`src/rtl/tmds_lvds_serializer.sv`:
```
// 10:1 TMDS serializer for three data channels plus the TMDS clock pair.
// One word per channel is loaded every 10 bit-clock cycles and shifted out LSB first.
module tmds_lvds_serializer #(
  parameter string LVDS_MODE = "ELVDS"
) (
  input  logic            i_clk,
  input  logic            i_rst_n,
  input  logic [2:0][9:0] i_chan_vec,
  output logic            o_load,
  output logic            o_hdmi_clk_p,
  output logic            o_hdmi_clk_n,
  output logic [2:0]      o_hdmi_chan_p,
  output logic [2:0]      o_hdmi_chan_n
);

  localparam logic [9:0] CLK_PATTERN = 10'b0000011111;

  logic [3:0]      phase;
  logic            load_edge;
  logic [2:0][9:0] chan_sr;
  logic [9:0]      clk_sr;
  logic            clk_q;
  logic [2:0]      chan_q;

  assign load_edge = (phase == 4'd9);

  // o_load is raised one cycle early so it is a clean register output during phase 9
  always_ff @(posedge i_clk) begin
    if (!i_rst_n) begin
      phase  <= 4'd0;
      o_load <= 1'b0;
    end else begin
      phase  <= load_edge ? 4'd0 : phase + 4'd1;
      o_load <= (phase == 4'd8);
    end
  end

  always_ff @(posedge i_clk) begin
    if (!i_rst_n) begin
      chan_sr <= '0;
      clk_sr  <= '0;
    end else if (load_edge) begin
      chan_sr <= i_chan_vec;
      clk_sr  <= CLK_PATTERN;
    end else begin
      for (int ch = 0; ch < 3; ch++) begin
        chan_sr[ch] <= {1'b0, chan_sr[ch][9:1]};
      end
      clk_sr <= {1'b0, clk_sr[9:1]};
    end
  end

  // Output stage: one register per pair, so all four pairs move on the same edge
  always_ff @(posedge i_clk) begin
    if (!i_rst_n) begin
      clk_q  <= 1'b0;
      chan_q <= '0;
    end else begin
      clk_q <= clk_sr[0];
      for (int ch = 0; ch < 3; ch++) begin
        chan_q[ch] <= chan_sr[ch][0];
      end
    end
  end

  // Both buffer styles are logically identical; only the mode name is validated
  if (LVDS_MODE != "ELVDS" && LVDS_MODE != "TLVDS") begin : g_bad_mode
    $fatal(1, "tmds_lvds_serializer: illegal LVDS_MODE %s", LVDS_MODE);
  end

  assign o_hdmi_clk_p  = clk_q;
  assign o_hdmi_clk_n  = ~clk_q;
  assign o_hdmi_chan_p = chan_q;
  assign o_hdmi_chan_n = ~chan_q;

endmodule

```
`config.mk`:
```
export PLATFORM = sky130hd
export DESIGN_NAME = tmds_lvds_serializer
export DESIGN_NICKNAME = d
export VERILOG_FILES = /design/src/rtl/tmds_lvds_serializer.sv
export SDC_FILE = /design/constraint.sdc
export NUM_CORES = 1
export LEC_CHECK = 0
export CAP_MARGIN = 25
export CORE_UTILIZATION = 45
export CTS_CLUSTER_SIZE = 28
export DETAILED_ROUTE_END_ITERATION = 8
export HOLD_SLACK_MARGIN = 0.06
export PLACE_DENSITY = 0.75
export REMOVE_ABC_BUFFERS = 1
export SETUP_SLACK_MARGIN = 0.1
export SYNTH_ARGS = -nofsm -noshare
export SYNTH_HDL_FRONTEND = slang
export SYNTH_SLANG_ARGS = --single-unit
```
`constraint.sdc`:
```
create_clock -name i_clk -period 4.1 [get_ports i_clk]
set_input_delay 0.615 -clock i_clk [delete_from_list [all_inputs] [get_ports i_clk]]
set_output_delay 0.615 -clock i_clk [all_outputs]
set_load 0.05 [all_outputs]
```
* Word-level counts from Yosys, hierarchy flattened
Index checks and enable logic that the tools add are counted.
W data, S select, Z words.
** Storage, ports and cells
- Bits in registers :: 48
- Bits in latches :: 0
- Bits in writable memories :: 0
- Bits in read-only memories :: 0
- Bits of input ports :: 32
- Output and inout port bits :: 9
- Word-level logic and storage cells :: 22
- Memories kept :: 0
** Operators by class
- Add/sub/neg operators :: 1
- Multipliers :: 0
- Divide/modulo/power cells :: 0
- $lt $le $gt $ge :: 0
- Equality and inequality tests :: 2
- Shifts and indexed selects :: 0
- Multiplexer cells :: 2
- Bitwise gates (word level) :: 3
- Reductions and logical operators :: 2
** Operators by type and width (count)
- $mux W29 :: 1
- $eq A4 B4 Y1 const B :: 2
- $mux W5 :: 1
- $add A4 B1 Y4 const B :: 1
- $not A3 Y3 :: 1
- $not A1 Y1 :: 2
- $reduce_and A2 Y1 :: 1
- $reduce_or A2 Y1 :: 1

* Depth between registers and ports, before layout
- Depth in word-level cells :: 2
- Gate-level depth with buffers :: 7
- Depth with buffers taken out :: 5

* Least setup slack after synthesis
OpenSTA, ideal clock, no wires.
- Path kind :: reg2out
- Start point :: register chan_q[0] (netlist: o_hdmi_chan_p[0])
- End point :: output o_hdmi_chan_n[0]
- Arrival :: 0.956 ns
- Setup slack :: 2.529 ns
- Stages on the path, launching flop included :: 2
- Path buffers :: 0
- Cell sequence :: dfxtp_1 -> inv_1
** Between the ends
- Longest elaborated chain between the ends :: 1
** Ends and longest elaborated chain
- start: declaration :: RTL line 23 : logic [2:0] chan_q;
- start signal: indexed assignment :: RTL line 61 : chan_q[ch] <= chan_sr[ch][0];
- $not A3 Y3 :: RTL line 74 : assign o_hdmi_chan_n = ~chan_q;
- end: declaration :: RTL line 13 : output logic [2:0] o_hdmi_chan_n
Every way passes these cells.

* Worst setup path after layout
Same ends and word-level chain as after synthesis.

==> metrics.txt <==
post-layout power 0.000699 W; worst slew pin tran 0.569 ns; worst vdd ir 0.000216 V; Post-Syn Area 1620 um2; synthesis-to-finish area growth 30.3%; post-CTS resize count 0; number of global-route vias before repair 1124; Max Cap Viol 0; crit end category output port; Pint 0.000549 W; Max-slew headroom 62.1%; clock latency on the worst-skew pair 0.35 ns; DRT iter0 DRCs 56; # DRC 0; cell taking the most area after synthesis dfxtp_1; CP Max Fanout 2; routability cong. 0.716; clk_skew 0.00774 ns; minimum clock period after layout 2.13 ns; final hold vios 0; Crit Path Class register to output port; logic gate share of total power 7.3%; unrepaired setup endpoints after global routing false; commonest cells after routing, fill and taps aside 56 x nand2_1, 44 x dfxtp_1, 40 x clkdlybuf4s50_1, 26 x a21boi_1, 7 x and2_1; Hold WS 0.436 ns; Worst Hold Class register to register; Row Count 21; number of fill cells 291; final setup violation count 0; CTS Root Cell clkbuf_4; share of the synthesized area in the top cell type 54.5%; PnR worst setup slack 1.97 ns; global-route wire length before repair 4390 um; Final ANT Viol Nets 0; largest net degree at the start of global routing 42; CTS max path bufs 2; crit path launch type register; CTS Sinks 44; post-synthesis area per instance 9.45 um2; sequential power share 62.0%; CTS HTree Levels 2; Setup Fix Bufs, Post-CTS 0; vias per cell 4.72; Initial Util 47.7%; clock buffer count from CTS 5; DPL Wire Length 1870 um; CTS clk-pin slew, worst paths 0.12 ns; Leak 0.770 nW; Routed WL 2830 um; via count 1213; routed len/inst 11.0 um; Synth Register Bits 44; Net Switching 0.000150 W; post-route cell area 2110 um2; status completed; area of the core 3390 um2; layout cells sized above 1 5.21%; Net Sw Frac 21.5%; Final Slew Violations 0; gr ovfl total 0; Chip Width 61.9 um; fmax 469 MHz; top post-synthesis cells by area dfxtp_1 54%, nand2_1 13%, a21boi_1 12%; antenna cells 0; Syn. warnings 0; TritonCTS clock tree done; I/O Buffers 40; Syn Inst Count 171; CTS Hold Bufs 0; placed cell areas 1990 um2; Top Ports 41; DRT Pass-1 Iters 4; crit path DAT 1.52 ns; Tcrit/Tclk final 52.0%; die height 61.9 um; register area share after synthesis 54.5%; worst endpoint required time 3.48 ns; Power Density 332 nW/um2; clock network fraction of total power 30.7%; Setup TNS Final 0 ns; layout net count 245; die area 3840 um2; Placement Setup Slack 1.67 ns; number of library cell types mapped by synthesis 18; most common cell after layout, fill and taps aside nand2_1; gr usage total 15.9%; initial antenna violation count 0
-- state kept, by name (all words and copies together), names as in the netlist --
| name | count |
|---|---|
| o_load | 1 |
| o_hdmi_clk_p | 1 |
| phase | 4 |
| chan_sr | 30 |
| o_hdmi_chan_p | 3 |
| clk_sr | 5 |
-- power by group through the flow --
stage	registers (W)	logic, W	clock network, W
global route	0.000434	0.0000547	0.000242
CTS	0.000433	0.0000484	0.000226
finish	0.000433	0.0000507	0.000215
floorplan	0.000442	0.0000112	0
detailed placement	0.000443	0.0000480	0
global placement	0.000442	0.0000467	0
-- per-layer routing --
layer,GRT usage (%),wire length (um)
met4,8.57,52
met1,15.3,1270
met2,30.0,1310
met3,4.97,188
met5,0,0
-- critical path, stage by stage, from the launching register on --
cell             delay (ns)
dfxtp_1                0.34
inv_1                  0.05
clkdlybuf4s50_1        0.78
-- per-stage QoR --
step,utilization (%),cells
floorplan,-,160
global placement,58.6,246
detailed placement,58.6,246
CTS,60.4,254
global route,62.1,257
finish,62.1,257
-- worst paths after layout --
path | start | to | slack [ns] | cells after the start
setup / recovery | o_hdmi_chan_p[0] | o_hdmi_chan_n[0] | 1.97 | 2
hold reg to reg | chan_sr[26] | chan_sr[25] | 0.44 | 2
setup reg to reg | phase[0] | chan_sr[4] | 2.38 | 5
hold / removal | chan_sr[26] | chan_sr[25] | 0.44 | 2
-- kinds of logic (layout without fill, tap and decap cells) --
kind of cell | count (synthesis) | after routing | synth area share, %
AOI/OAI and AO/OA | 33 | 33 | 15.4
adders and majority gates | 3 | 3 | 2.32
buffers and inverters | 17 | 57 | 6.81
DFF | 44 | 44 | 54.5
and+or+nand+nor | 74 | 74 | 21.0
-- cells in the mapped netlist --
cell type  number
nand2_1        56
dfxtp_1        44
a21boi_1       26
and2_1          7
buf_6           6
inv_1           6
clkbuf_1        4
o21a_1          4
and3_1          3
ha_1            3
a21boi_0        2
and4b_1         2
nand3b_1        2
nor3b_1         2
and3b_1         1
buf_2           1
o31a_1          1
or2b_1          1
-- area by class of cell --
| cell class | instances | area (um2) | area share (%) |
|---|---|---|---|
| clock inverters | 2 | 10.0 | 0.475 |
| multi-input cells | 110 | 626 | 29.7 |
| well taps | 46 | 57.6 | 2.73 |
| repair buffers | 43 | 458 | 21.7 |
| clock buffers | 6 | 51.3 | 2.44 |
| inverters | 6 | 22.5 | 1.07 |
| flip-flops and latches | 44 | 881 | 41.8 |
No activity file was read; power rests on OpenSTA's default activity.
